File: src/rtl/opcode_pkg.sv
// Shared framing constants and FSM encoding for the nibble opcode generator and its decoder.
package opcode_pkg;

    localparam logic [15:0] OPC_PREAMBLE     = 16'h55D5;
    localparam int          OPC_PRE_NIBBLES  = 4;
    localparam int          OPC_NIBBLES      = 8;

    typedef enum logic [1:0] {
        ST_IDLE = 2'd0,
        ST_PRE  = 2'd1,
        ST_DATA = 2'd2,
        ST_GAP  = 2'd3
    } state_t;

endpackage

File: src/rtl/opcode_gen_if.sv
// Command-in / nibble-out bus of the opcode generator.
interface opcode_gen_if #(
    parameter int DIN_W  = 16,
    parameter int DOUT_W = 4
);
    logic [DIN_W-1:0]  din;
    logic              din_vld;
    logic              din_rdy;
    logic [DOUT_W-1:0] dout;
    logic              dout_vld;
    logic              busy;

    modport master (
        output din, din_vld,
        input  din_rdy, dout, dout_vld, busy
    );

    modport slave (
        input  din, din_vld,
        output din_rdy, dout, dout_vld, busy
    );
endinterface

File: src/rtl/opcode_gen.sv
// Serialises each accepted command as preamble + payload nibbles, PERIOD cycles per slot,
// followed by GAP idle slots; a one-entry holding buffer lets the next command queue up.
module opcode_gen
    import opcode_pkg::*;
#(
    parameter int          DIN_W    = 16,
    parameter int          DOUT_W   = 4,
    parameter logic [15:0] PREAMBLE = OPC_PREAMBLE,
    parameter int          PERIOD   = 1,
    parameter int          GAP      = 2
) (
    input  logic        clk,
    input  logic        rst,
    opcode_gen_if.slave bus
);

    localparam int         SR_W      = 16 + DIN_W;
    localparam logic [7:0] SLOT_LAST = 8'(PERIOD - 1);
    localparam logic [3:0] GAP_LAST  = 4'(GAP - 1);
    localparam logic [2:0] PRE_LAST  = 3'(OPC_PRE_NIBBLES - 1);
    localparam logic [2:0] NIB_LAST  = 3'(OPC_NIBBLES - 1);
    localparam bit         NO_GAP    = (GAP == 0);

    state_t            state, state_nxt;
    logic [7:0]        cnt0;
    logic [2:0]        cnt1;
    logic [3:0]        gcnt;
    logic [SR_W-1:0]   sr;
    logic [DIN_W-1:0]  hold_q;
    logic              hold_full;
    logic [DOUT_W-1:0] dout_q, dout_d;
    logic              dout_vld_q, dout_vld_d;

    logic              slot_end, frame_end, gap_end;
    logic              load_pt, load, accept, nib_step;
    logic [DIN_W-1:0]  load_data;

    assign accept    = bus.din_vld && !hold_full;
    assign slot_end  = (cnt0 == SLOT_LAST);
    assign frame_end = (state == ST_DATA) && slot_end && (cnt1 == NIB_LAST);
    assign gap_end   = (state == ST_GAP) && slot_end && (gcnt == GAP_LAST);
    assign load_data = hold_full ? hold_q : bus.din;

    // A new frame may start only at a frame boundary; the buffered command wins, otherwise
    // a command accepted in that very cycle bypasses the buffer.
    always_comb begin
        load_pt = 1'b0;
        case (state)
            ST_IDLE: load_pt = 1'b1;
            ST_DATA: load_pt = frame_end && NO_GAP;
            ST_GAP:  load_pt = gap_end;
            default: load_pt = 1'b0;
        endcase
        load = load_pt && (hold_full || accept);
    end

    always_ff @(posedge clk) begin
        if (rst) state <= ST_IDLE;
        else     state <= state_nxt;
    end

    always_comb begin
        state_nxt = state;
        case (state)
            ST_IDLE: if (load) state_nxt = ST_PRE;
            ST_PRE:  if (slot_end && cnt1 == PRE_LAST) state_nxt = ST_DATA;
            ST_DATA: begin
                if (frame_end) begin
                    if (!NO_GAP)   state_nxt = ST_GAP;
                    else if (load) state_nxt = ST_PRE;
                    else           state_nxt = ST_IDLE;
                end
            end
            ST_GAP:  if (gap_end) state_nxt = load ? ST_PRE : ST_IDLE;
            default: state_nxt = ST_IDLE;
        endcase
    end

    always_comb begin
        nib_step   = (state == ST_PRE || state == ST_DATA) && slot_end && !frame_end;
        dout_vld_d = load || nib_step;
        dout_d     = dout_q;
        if (load)          dout_d = PREAMBLE[15 -: DOUT_W];
        else if (nib_step) dout_d = sr[SR_W-1 -: DOUT_W];
    end

    always_ff @(posedge clk) begin
        if (rst) begin
            cnt0       <= '0;
            cnt1       <= '0;
            gcnt       <= '0;
            sr         <= '0;
            hold_q     <= '0;
            hold_full  <= 1'b0;
            dout_q     <= '0;
            dout_vld_q <= 1'b0;
        end else begin
            dout_q     <= dout_d;
            dout_vld_q <= dout_vld_d;

            // The first preamble nibble goes straight to dout; sr keeps the remaining nibbles.
            if (load) begin
                cnt0 <= '0;
                cnt1 <= '0;
                sr   <= {PREAMBLE[15-DOUT_W:0], load_data, {DOUT_W{1'b0}}};
            end else begin
                if (state == ST_IDLE || slot_end) cnt0 <= '0;
                else                              cnt0 <= cnt0 + 8'd1;
                if (nib_step || frame_end) cnt1 <= cnt1 + 3'd1;
                if (nib_step)              sr   <= sr << DOUT_W;
            end

            if (state_nxt != ST_GAP)            gcnt <= '0;
            else if (state == ST_GAP && slot_end) gcnt <= gcnt + 4'd1;

            if (load) begin
                hold_full <= 1'b0;
            end else if (accept) begin
                hold_q    <= bus.din;
                hold_full <= 1'b1;
            end
        end
    end

    assign bus.dout     = dout_q;
    assign bus.dout_vld = dout_vld_q;
    assign bus.din_rdy  = !hold_full;
    assign bus.busy     = (state != ST_IDLE);

endmodule
File: src/flat_wrapper.sv
// flat-port wrapper written by rule: the top's interface ports become plain ports
module opcode_gen_flat import opcode_pkg::*;
#(
    parameter int          DIN_W    = 16,
    parameter int          DOUT_W   = 4,
    parameter logic [15:0] PREAMBLE = OPC_PREAMBLE,
    parameter int          PERIOD   = 1,
    parameter int          GAP      = 2
)
  (clk, rst, bus_din, bus_din_vld, bus_din_rdy, bus_dout, bus_dout_vld, bus_busy);
  opcode_gen_if #(.DIN_W(DIN_W), .DOUT_W(DOUT_W)) bus_i ();
  input  logic clk;
  input  logic rst;
  input wire logic [$bits(bus_i.din)-1:0] bus_din;
  input wire logic [$bits(bus_i.din_vld)-1:0] bus_din_vld;
  output wire logic [$bits(bus_i.din_rdy)-1:0] bus_din_rdy;
  output wire logic [$bits(bus_i.dout)-1:0] bus_dout;
  output wire logic [$bits(bus_i.dout_vld)-1:0] bus_dout_vld;
  output wire logic [$bits(bus_i.busy)-1:0] bus_busy;
  assign bus_i.din = bus_din;
  assign bus_i.din_vld = bus_din_vld;
  assign bus_din_rdy = bus_i.din_rdy;
  assign bus_dout = bus_i.dout;
  assign bus_dout_vld = bus_i.dout_vld;
  assign bus_busy = bus_i.busy;
  opcode_gen #(.DIN_W(DIN_W), .DOUT_W(DOUT_W), .PREAMBLE(PREAMBLE), .PERIOD(PERIOD), .GAP(GAP)) u_core (.clk(clk), .rst(rst), .bus(bus_i));
endmodule
File: config.mk
export PLATFORM = sky130hd
export DESIGN_NAME = opcode_gen_flat
export DESIGN_NICKNAME = d
export VERILOG_FILES = /design/src/rtl/opcode_pkg.sv /design/src/rtl/opcode_gen_if.sv /design/src/rtl/opcode_gen.sv /design/src/flat_wrapper.sv
export SDC_FILE = /design/constraint.sdc
export NUM_CORES = 1
export LEC_CHECK = 0
export ABC_AREA = 1
export CAP_MARGIN = 0
export CORE_ASPECT_RATIO = 1.75
export CORE_UTILIZATION = 58
export CTS_CLUSTER_SIZE = 10
export DETAILED_ROUTE_END_ITERATION = 8
export GPL_TIMING_DRIVEN = 0
export MAX_ROUTING_LAYER = met4
export PLACE_DENSITY_LB_ADDON = 0.05
export SYNTH_ARGS = -nofsm -noshare
export SYNTH_HDL_FRONTEND = slang
export SYNTH_SLANG_ARGS = --single-unit
File: constraint.sdc
create_clock -name clk -period 2.1 [get_ports clk]
set_input_delay 0.21 -clock clk [delete_from_list [all_inputs] [get_ports clk]]
set_output_delay 0.21 -clock clk [all_outputs]
set_load 0.02 [all_outputs]
==> results of run 1 <==
cell usage after synthesis:
cell                         n  area (um2)
sky130_fd_sc_hd__o21ai_1     4        20.0
sky130_fd_sc_hd__nand2_1   123         462
sky130_fd_sc_hd__o21bai_2    1        11.3
sky130_fd_sc_hd__nand2_2     3        18.8
sky130_fd_sc_hd__nor3b_1     1        7.51
sky130_fd_sc_hd__o211ai_1    6        45.0
sky130_fd_sc_hd__nand4_1     3        18.8
sky130_fd_sc_hd__buf_1       1        3.75
sky130_fd_sc_hd__a21oi_1    40         200
sky130_fd_sc_hd__o31ai_1     1        7.51
sky130_fd_sc_hd__nor2_2      5        31.3
sky130_fd_sc_hd__buf_6       4        45.0
sky130_fd_sc_hd__nor2_8      1        20.0
sky130_fd_sc_hd__inv_1      58         218
sky130_fd_sc_hd__xnor2_1     1        8.76
sky130_fd_sc_hd__or2_2       3        18.8
sky130_fd_sc_hd__nand3_2     1        10.0
sky130_fd_sc_hd__inv_2       2        7.51
sky130_fd_sc_hd__nor4b_1     1        8.76
sky130_fd_sc_hd__buf_2       4        20.0
sky130_fd_sc_hd__nand2_4     1        11.3
sky130_fd_sc_hd__xor2_1      3        26.3
sky130_fd_sc_hd__dfxtp_1    67        1340
sky130_fd_sc_hd__buf_4       4        30.0
sky130_fd_sc_hd__nand3_4     2        35.0
sky130_fd_sc_hd__o21ai_0    21         105
sky130_fd_sc_hd__nand3_1     7        35.0
sky130_fd_sc_hd__clkbuf_1    8        30.0
sky130_fd_sc_hd__a21oi_2     3        26.3
sky130_fd_sc_hd__nor3_1      6        30.0
sky130_fd_sc_hd__nor2_1     72         270
sky130_fd_sc_hd__ha_1       11         138
final timing paths:
kind,from,endpoint,slack [ps],cells past startpoint
hold / removal,rst,u_core.bus.dout[0]$_SDFFE_PP0P_,260,2
setup reg to reg,u_core.state[1]$_SDFF_PP0_,u_core.sr[10]$_SDFFE_PP0P_,120,9
setup / recovery,u_core.state[1]$_SDFF_PP0_,u_core.sr[10]$_SDFFE_PP0P_,120,9
hold reg to reg,u_core.bus.dout[2]$_SDFFE_PP0P_,u_core.bus.dout[2]$_SDFFE_PP0P_,460,2
worst max-delay path: cells and delay by family, from the launching register on:
family	cells	cell delay, ps
AOI/OAI and AO/OA	3	490
and+or+nand+nor	2	190
DFF	1	410
buffers and inverters	3	370
adders and majority gates	1	390
power breakdown:
| part | internal [uW] | switching [uW] | leakage (uW) | total, uW |
|---|---|---|---|---|
| Combinational | 915 | 1580 | 0.000978 | 2500 |
| Clock | 737 | 520 | 0.000112 | 1260 |
| Sequential | 1620 | 158 | 0.000549 | 1770 |
| Total | 3270 | 2260 | 0.00164 | 5530 |
cells by family (layout without fill, tap and decap cells):
group / count (synthesis) / in the layout / share of synthesized area [%]
simple gates: 229 / 229 / 30.0
xor+xnor: 4 / 4 / 1.07
compound gates: 76 / 76 / 12.7
fa+ha+maj: 11 / 11 / 4.22
flops: 67 / 67 / 41.1
buf+inv: 81 / 121 / 10.9
through the flow:
stage / setup TNS, ps / util, % / area (um2) / setup WS [ps]
3_3_place_gp: -6.74 / 67.3 / 3590 / -6.25
6_report: 0 / 71.8 / 3840 / 117
2_1_floorplan: 0 / - / 3260 / 286
5_1_grt: -4.55 / 71.8 / 3840 / -4.55
4_1_cts: 0 / 71.7 / 3830 / 24.7
3_5_place_dp: -46.2 / 67.3 / 3590 / -33.6
final cells by class:
| class | count | area [um2] | area share (%) |
|---|---|---|---|
| flip-flops and latches | 67 | 1340 | 35.0 |
| inverters | 60 | 225 | 5.87 |
| plain buffers | 21 | 131 | 3.42 |
| repair buffers | 24 | 239 | 6.23 |
| clock inverters | 5 | 83.8 | 2.19 |
| clock buffers | 11 | 151 | 3.95 |
| well taps | 74 | 92.6 | 2.41 |
| multi-input cells | 320 | 1570 | 40.9 |
sequential cells by signal, indices dropped and copies added (netlist names):
signal,count
u_core.cnt1,3
u_core.hold_full,1
u_core.bus.dout_vld,1
u_core.sr,28
u_core.state,2
u_core.hold_q,16
u_core.cnt0,8
u_core.gcnt,4
u_core.bus.dout,4
repair_timing:
action	CTS	global route
gates resized for setup	2	3
cloned	0	0
setup endpoints to repair	3	20
setup buffers	0	0
endpoints found under the hold margin	0	0
metal layers:
layer / wire, um / global-route usage [%] / up-vias
met1: 2850 / 27.1 / 1340
met4: 229 / 13.4 / 0
li1: - / - / 1520
met5: 0 / - / -
met2: 3820 / 48.9 / 58
met3: 210 / 6.00 / 17
==> results.txt, run 1 <==
----------------------------------------------------
[Clock tree]
  Number of H-tree levels ... 3
  Number of sinks on the clock net ... 67
  CTS clock-pin slew for the worst setup and hold paths ... 80 ps
  Clock tree from TritonCTS ... yes
  # hold bufs at CTS ... 0
  Clock latency of the later-clocked register in the worst-skew pair ... 350 ps
  Buffer levels on the longest clock path ... 2
  Root Driver ... sky130_fd_sc_hd__clkbuf_8
  TritonCTS Buffers ... 9

[Layout]
  Proportion of layout cells with a drive suffix above 1 ... 10.4%
  Antenna diode count ... 0
  Leading cell types in the layout, fill and taps excluded ... 122 x sky130_fd_sc_hd__nand2_1, 72 x sky130_fd_sc_hd__nor2_1, 66 x sky130_fd_sc_hd__dfxtp_1
  Net count of the finished layout ... 533
  FILL cells ... 460
  Non-filler cells in the finished layout ... 582
  Commonest non-fill, non-tap cell in the layout ... sky130_fd_sc_hd__nand2_1
  Syn-to-layout area delta ... 17.7%

[Detailed routing]
  Number of vias after detailed routing ... 2935
  Wire length reported by the detailed router ... 7110 um
  First DRT Iteration DRCs ... 141
  Mean routed wirelength per cell ... 12.2 um
  Via count normalized by instance count ... 5.04
  Remaining number of nets flagged by the antenna check after routing ... 0
  Number of remaining DRC errors ... 0
  DR pass1 iterations ... 5

[STA]
  Upper clock frequency limit ... 504 MHz
  Final setup vio count ... 0
  Remaining max-slew budget at the tightest pin ... 65.3%
  Clock Skews ... 8.60 ps
  Worst hold margin ... 262 ps
  Slew at the pin closest to its max-slew limit ... 520 ps
  Max-slew violation total from the final report ... 0
  Final Hold Fails ... 0
  Setup repair after global routing missed its margin ... true
  Share of the cycle needed by the critical path after routing ... 94.4%
  Final worst path period need ... 1980 ps

[Die]
  Die area ... 0.00594 mm2
  Site Rows ... 35
  Top-Level Pins ... 26
  Die X-Extent ... 58.7 um
  Core box area ... 0.00534 mm2
  Initial standard-cell utilization of the core ... 61.0%
  Height of the die ... 101 um

[Place]
  Final weighted congestion of routability-driven global placement ... 0.905
  Cell count after placement ... 566
  Dpl hpwl ... 5300 um
  # port buffers ... 24

[Power and ir drop]
  Post-layout power ... 5530 uW
  Static power due to leakage ... 0.00164 uW
  VDD IR max ... 0.895 mV
  Power per standard cell area ... 1440 mW/mm2

[Synth]
  Synthesized net count ... 498
  Average footprint of a synthesized cell ... 6.97 um2
  Yosys reg bits ... 67
  Sequential cell area fraction in the yosys report ... 41.1%
  Yosys warnings ... 0
  Synthesized netlist cell count ... 468
  Synth Cell Area ... 0.00326 mm2
  Library cells used by synthesis ... 32

[Critical path]
  Category of the most critical setup path ... reg2reg
  Critical path's largest stage delay ... 410 ps
  Crit end category ... flop
  Worst EP arrival ... 2210 ps
  Type of origin of the critical path ... flop
  Critical path cell sequence ... inv_1 > ha_2 > o21bai_2 > inv_2 > nand4_1 > nand2_2 > clkbuf_4 > o21ai_0 > a21oi_1
  Crit-path slowest cell ... sky130_fd_sc_hd__dfxtp_1
  Req. time, crit path ... 2320 ps
  Crit-path max FO ... 10

[GRT]
  Maximum number of pins on one net before global-route repair ... 13
  Remaining global-route overflow ... 0
  Global Route Usage Sum ... 27.3%
  Wire length of the first global-routing pass ... 11800 um
  Antenna violations before repair ... 0
  Via count of the first global-routing pass ... 2789

[Flow run]
  Number of maximum-capacitance constraint violations ... 0

[Run status]
  Result of the run ... completed

[Hold path]
  Worst hold path type ... in2reg

----------------------------------------------------
Note: power is estimated with default switching activity, not from simulation.
==> run 2, diff against run 1 <==
--- a/config.mk
+++ b/config.mk
@@ -5,15 +5,16 @@
 export SDC_FILE = /design/constraint.sdc
 export NUM_CORES = 1
 export LEC_CHECK = 0
-export ABC_AREA = 1
+export ABC_AREA = 0
 export CAP_MARGIN = 0
 export CORE_ASPECT_RATIO = 1.75
-export CORE_UTILIZATION = 58
+export CORE_UTILIZATION = 57
 export CTS_CLUSTER_SIZE = 10
 export DETAILED_ROUTE_END_ITERATION = 8
 export GPL_TIMING_DRIVEN = 0
 export MAX_ROUTING_LAYER = met4
 export PLACE_DENSITY_LB_ADDON = 0.05
+export SLEW_MARGIN = 20
 export SYNTH_ARGS = -nofsm -noshare
 export SYNTH_HDL_FRONTEND = slang
 export SYNTH_SLANG_ARGS = --single-unit
==> run 2 against run 1 <==
Against the previous run: global-route usage shrank 1.1 points; the flow now finishes with violations (design-rule violations); sequential power grew 3%; highest routed layer unchanged; via count shrank 13%; core utilization shrank 0.54 points; maximum frequency shrank 2.6%; count of clock-buffer cells in the layout is the same; worst hold slack gained 88 ps.
==> results.txt, run 2 <==
----------------------------------------------------
[Run status]
  Violated checks ... design-rule violations
  Result of the run ... finished with violations

[Power and ir drop]
  VDD IR max ... 0.957 mV (+6.9%)
  Relative contribution of sequential cells to total power ... 35.0% (+2.9 points)
  Net load switching power ... 1950 uW (-14%)
  Switching Fraction ... 37.5% (-3.4 points)
  Power share of the combinational group ... 43.0% (-2.2 points)
  Clock network power share ... 22.0% (-0.7 points)
  Design internal power ... 3250 uW (-0.63%)
  Power per standard cell area ... 1400 mW/mm2 (-2.9%)
  Static power due to leakage ... 0.00142 uW (-13%)

[STA]
  Final worst path period need ... 2040 ps (+53.7 ps)
  Upper clock frequency limit ... 491 MHz (-2.6%)
  Final setup vio count ... 0 (unchanged)
  Clock Skews ... 8.94 ps (+0.340 ps)
  Slew at the pin closest to its max-slew limit ... 585 ps (+65.1 ps)
  Final Hold Fails ... 0 (unchanged)
  Max-slew violation total from the final report ... 0 (unchanged)
  Share of the cycle needed by the critical path after routing ... 97.0% (+2.6 points)
  Remaining max-slew budget at the tightest pin ... 61.0% (-4.3 points)
  Final TNS setup ... 0 ps (unchanged)
  Setup repair after global routing missed its margin ... true

[Layout]
  Final core utilization ... 71.3% (-0.54 points)
  Net count of the finished layout ... 415 (-22%)
  Top Registers ... u_core.sr: 28 flops, u_core.hold_q: 16 flops, u_core.cnt0: 8 flops
  Commonest non-fill, non-tap cell in the layout ... sky130_fd_sc_hd__nand2_1
  Syn-to-layout area delta ... 20.7%
  FILL cells ... 414 (-10%)
  Proportion of layout cells with a drive suffix above 1 ... 14.9% (+4.4 points)
  Flip-flop count of the largest register, all copies and words added ... 28 (unchanged)
  Register containing the most flip-flops in the final layout ... u_core.sr
  Leading cell types in the layout, fill and taps excluded ... 67 x sky130_fd_sc_hd__nand2_1, 64 x sky130_fd_sc_hd__dfxtp_1, 35 x sky130_fd_sc_hd__nor2_1
  Antenna diode count ... 0 (unchanged)

[Critical path]
  Worst EP arrival ... 2250 ps (+40 ps)
  Crit-path slowest cell ... sky130_fd_sc_hd__dfxtp_1
  Bufs and invs on worst path ... 1 (-2)
  Critical path's largest stage delay ... 400 ps (about the same)
  Crit end category ... flop
  Delay-heaviest family, CP ... simple AND/OR/NAND/NOR gates
  Category of the most critical setup path ... reg2reg
  Crit-path max FO ... 10 (unchanged)
  Type of origin of the critical path ... flop
  Critical path cell sequence ... ha_1 > nor3b_4 > a41oi_2 > or2_1 > buf_4 > a211oi_2 > a311oi_1
  Req. time, crit path ... 2320 ps (about the same)

[GRT]
  Global Route Usage Sum ... 26.1% (-1.1 points)
  Antenna violations before repair ... 0 (unchanged)
  Via count of the first global-routing pass ... 2443 (-12%)
  Maximum number of pins on one net before global-route repair ... 12 (-1)
  Remaining global-route overflow ... 0 (unchanged)
  Wire length of the first global-routing pass ... 10900 um (-7.4%)

[Die]
  Site Rows ... 35 (unchanged)
  Die area ... 0.00570 mm2 (-3.9%)
  Die X-Extent ... 57.5 um (-2.0%)
  Height of the die ... 99.2 um (-2.0%)
  Initial standard-cell utilization of the core ... 59.0% (-2.0 points)
  Core box area ... 0.00521 mm2 (-2.5%)
  Top-Level Pins ... 26 (unchanged)

[Synth]
  Number of enable-type register cells in the synthesized netlist ... 0 (unchanged)
  Library cells used by synthesis ... 43 (+34%)
  Share of flip-flops with an asynchronous set or reset ... 0% (unchanged)
  Share of the synthesized area in the top cell type ... 43.6% (+2.5 points)
  Dominant cell type by area after synthesis ... sky130_fd_sc_hd__dfxtp_1
  Yosys reg bits ... 67 (unchanged)
  Synthesized net count ... 376 (-24%)
  Leading post-synthesis cells by cell area ... sky130_fd_sc_hd__dfxtp_1 44%, sky130_fd_sc_hd__nand2_1 8.2%, sky130_fd_sc_hd__mux2i_1 5.5%, sky130_fd_sc_hd__ha_1 4.5%, sky130_fd_sc_hd__nor2_1 4.3%
  Synth Cell Area ... 0.00308 mm2 (-5.7%)
  Post-synth top flop ... sky130_fd_sc_hd__dfxtp_1
  Most frequent cells after synthesis ... 67 x sky130_fd_sc_hd__dfxtp_1, 67 x sky130_fd_sc_hd__nand2_1, 35 x sky130_fd_sc_hd__nor2_1
  Sequential cell area fraction in the yosys report ... 43.6% (+2.5 points)
  Average footprint of a synthesized cell ... 8.89 um2 (+28%)
  Yosys warnings ... 0 (unchanged)
  Synthesized netlist cell count ... 346 (-26%)

[Clock tree]
  Clock tree from TritonCTS ... yes
  Clock latency of the later-clocked register in the worst-skew pair ... 350 ps (about the same)
  Root Driver ... sky130_fd_sc_hd__clkbuf_8
  Number of sinks on the clock net ... 67 (unchanged)
  Number of H-tree levels ... 3 (unchanged)
  Buffer levels on the longest clock path ... 2 (unchanged)
  CTS clock-pin slew for the worst setup and hold paths ... 70 ps (about the same)
  TritonCTS Buffers ... 9 (unchanged)

[Detailed routing]
  Mean routed wirelength per cell ... 14.9 um (+22%)
  First DRT Iteration DRCs ... 117 (-17%)
  Number of remaining DRC errors ... 3 (+3)
  Number of vias after detailed routing ... 2549 (-13%)
  Remaining number of nets flagged by the antenna check after routing ... 0 (unchanged)
  Wire length reported by the detailed router ... 6640 um (-6.6%)
  DR pass1 iterations ... 8 (+3)
  Via count normalized by instance count ... 5.73 (+14%)

[Flow run]
  Number of maximum-capacitance constraint violations ... 0 (unchanged)

[Place]
  Final weighted congestion of routability-driven global placement ... 0.821 (-9.3%)
  # port buffers ... 24 (unchanged)
  Dpl hpwl ... 4730 um (-11%)

[Hold path]
  Worst hold path type ... in2reg

----------------------------------------------------
[run 2: changes by cell type after synthesis, moves of 5 or more]
cell,change
sky130_fd_sc_hd__nand2_1,-56
sky130_fd_sc_hd__inv_1,-48
sky130_fd_sc_hd__nor2_1,-37
sky130_fd_sc_hd__a21oi_1,-23
sky130_fd_sc_hd__o21ai_0,-18
sky130_fd_sc_hd__mux2i_1,+17
sky130_fd_sc_hd__a211oi_1,+13
sky130_fd_sc_hd__a311oi_1,+13
sky130_fd_sc_hd__nor2b_1,+13
sky130_fd_sc_hd__a31oi_1,+9
sky130_fd_sc_hd__nor2_2,-5
sky130_fd_sc_hd__nor3_1,-5
[run 2: cells by family after synthesis]
logic type                 Yosys count  share of synthesized area, %
and+or+nand+nor                    140                          20.6
DFF                                 67                          43.6
AOI/OAI and AO/OA                   66                          15.8
buffers and inverters               32                          5.94
muxes                               21                          7.00
adders and majority gates           11                          4.48
xor gates and xnor gates             9                          2.56
[run 2: final cells by class]
class / count / area, um2 / area share, %
Inverter: 10 / 37.5 / 1.01
Clock inverter: 5 / 77.6 / 2.09
Timing Repair Buffer: 28 / 270 / 7.28
Buffer: 22 / 158 / 4.25
Clock buffer: 11 / 131 / 3.54
Multi-Input combinational cell: 247 / 1630 / 43.8
Tap cell: 55 / 68.8 / 1.85
Sequential cell: 67 / 1350 / 36.2
[run 2: worst register-to-register path, cell delays in order, from the launching register on]
cell,delay [ps]
sky130_fd_sc_hd__dfxtp_1,400
sky130_fd_sc_hd__ha_1,170
sky130_fd_sc_hd__nor3b_4,270
sky130_fd_sc_hd__a41oi_2,220
sky130_fd_sc_hd__or2_1,310
sky130_fd_sc_hd__buf_4,200
sky130_fd_sc_hd__a211oi_2,240
sky130_fd_sc_hd__a311oi_1,90
[run 2: routing by layer]
layer	global-route usage (%)	vias to the layer above	share of wire (%)
met2	48.2	46	57
met3	4.68	14	2.9
met1	25.7	1214	38
met4	11.8	0	2.3
li1	-	1275	-
met5	-	-	0
[run 2: stage by stage]
stage / hold slack [ps] / instances / power [uW] / cell area (um2) / setup slack (ps)
6_report: 351 / 445 / 5200 / 3710 / 63.8
4_1_cts: 333 / 444 / 5110 / 3650 / 0.619
5_1_grt: 398 / 445 / 5530 / 3710 / -3.45
3_3_place_gp: 438 / 425 / 3880 / 3380 / -269
3_5_place_dp: 450 / 425 / 3920 / 3380 / -269
2_1_floorplan: 339 / 346 / 3370 / 3080 / 128
[run 2: what timing repair did]
item / 4_1_cts / 5_1_grt
endpoints found under the setup margin: 54 / 35
resized for setup: 10 / 20
pin swaps: 3 / 3
endpoints found under the hold margin: 0 / 0
hold buffers: 0 / 0
cloned: 0 / 0
buffers inserted: 3 / 1
[run 2: power by group through the flow]
| stage | Sequential, uW | Clock, uW | Combinational [uW] |
|---|---|---|---|
| after global placement | 1820 | 0 | 2060 |
| after CTS | 1810 | 1160 | 2140 |
| after floorplan | 1820 | 0 | 1550 |
| after detailed placement | 1830 | 0 | 2080 |
| final | 1820 | 1140 | 2240 |
| after global routing | 1860 | 1220 | 2460 |
[run 2: worst paths after layout]
kind | to | cells past startpoint | from | slack, ps
min reg2reg | u_core.cnt0[0]$_SDFF_PP0_ | 1 | u_core.cnt0[0]$_SDFF_PP0_ | 440
max | u_core.sr[19]$_SDFFE_PP0P_ | 7 | u_core.gcnt[0]$_SDFFE_PP0P_ | 60
min | u_core.sr[8]$_SDFFE_PP0P_ | 2 | rst | 350
max reg2reg | u_core.sr[19]$_SDFFE_PP0P_ | 7 | u_core.gcnt[0]$_SDFFE_PP0P_ | 60
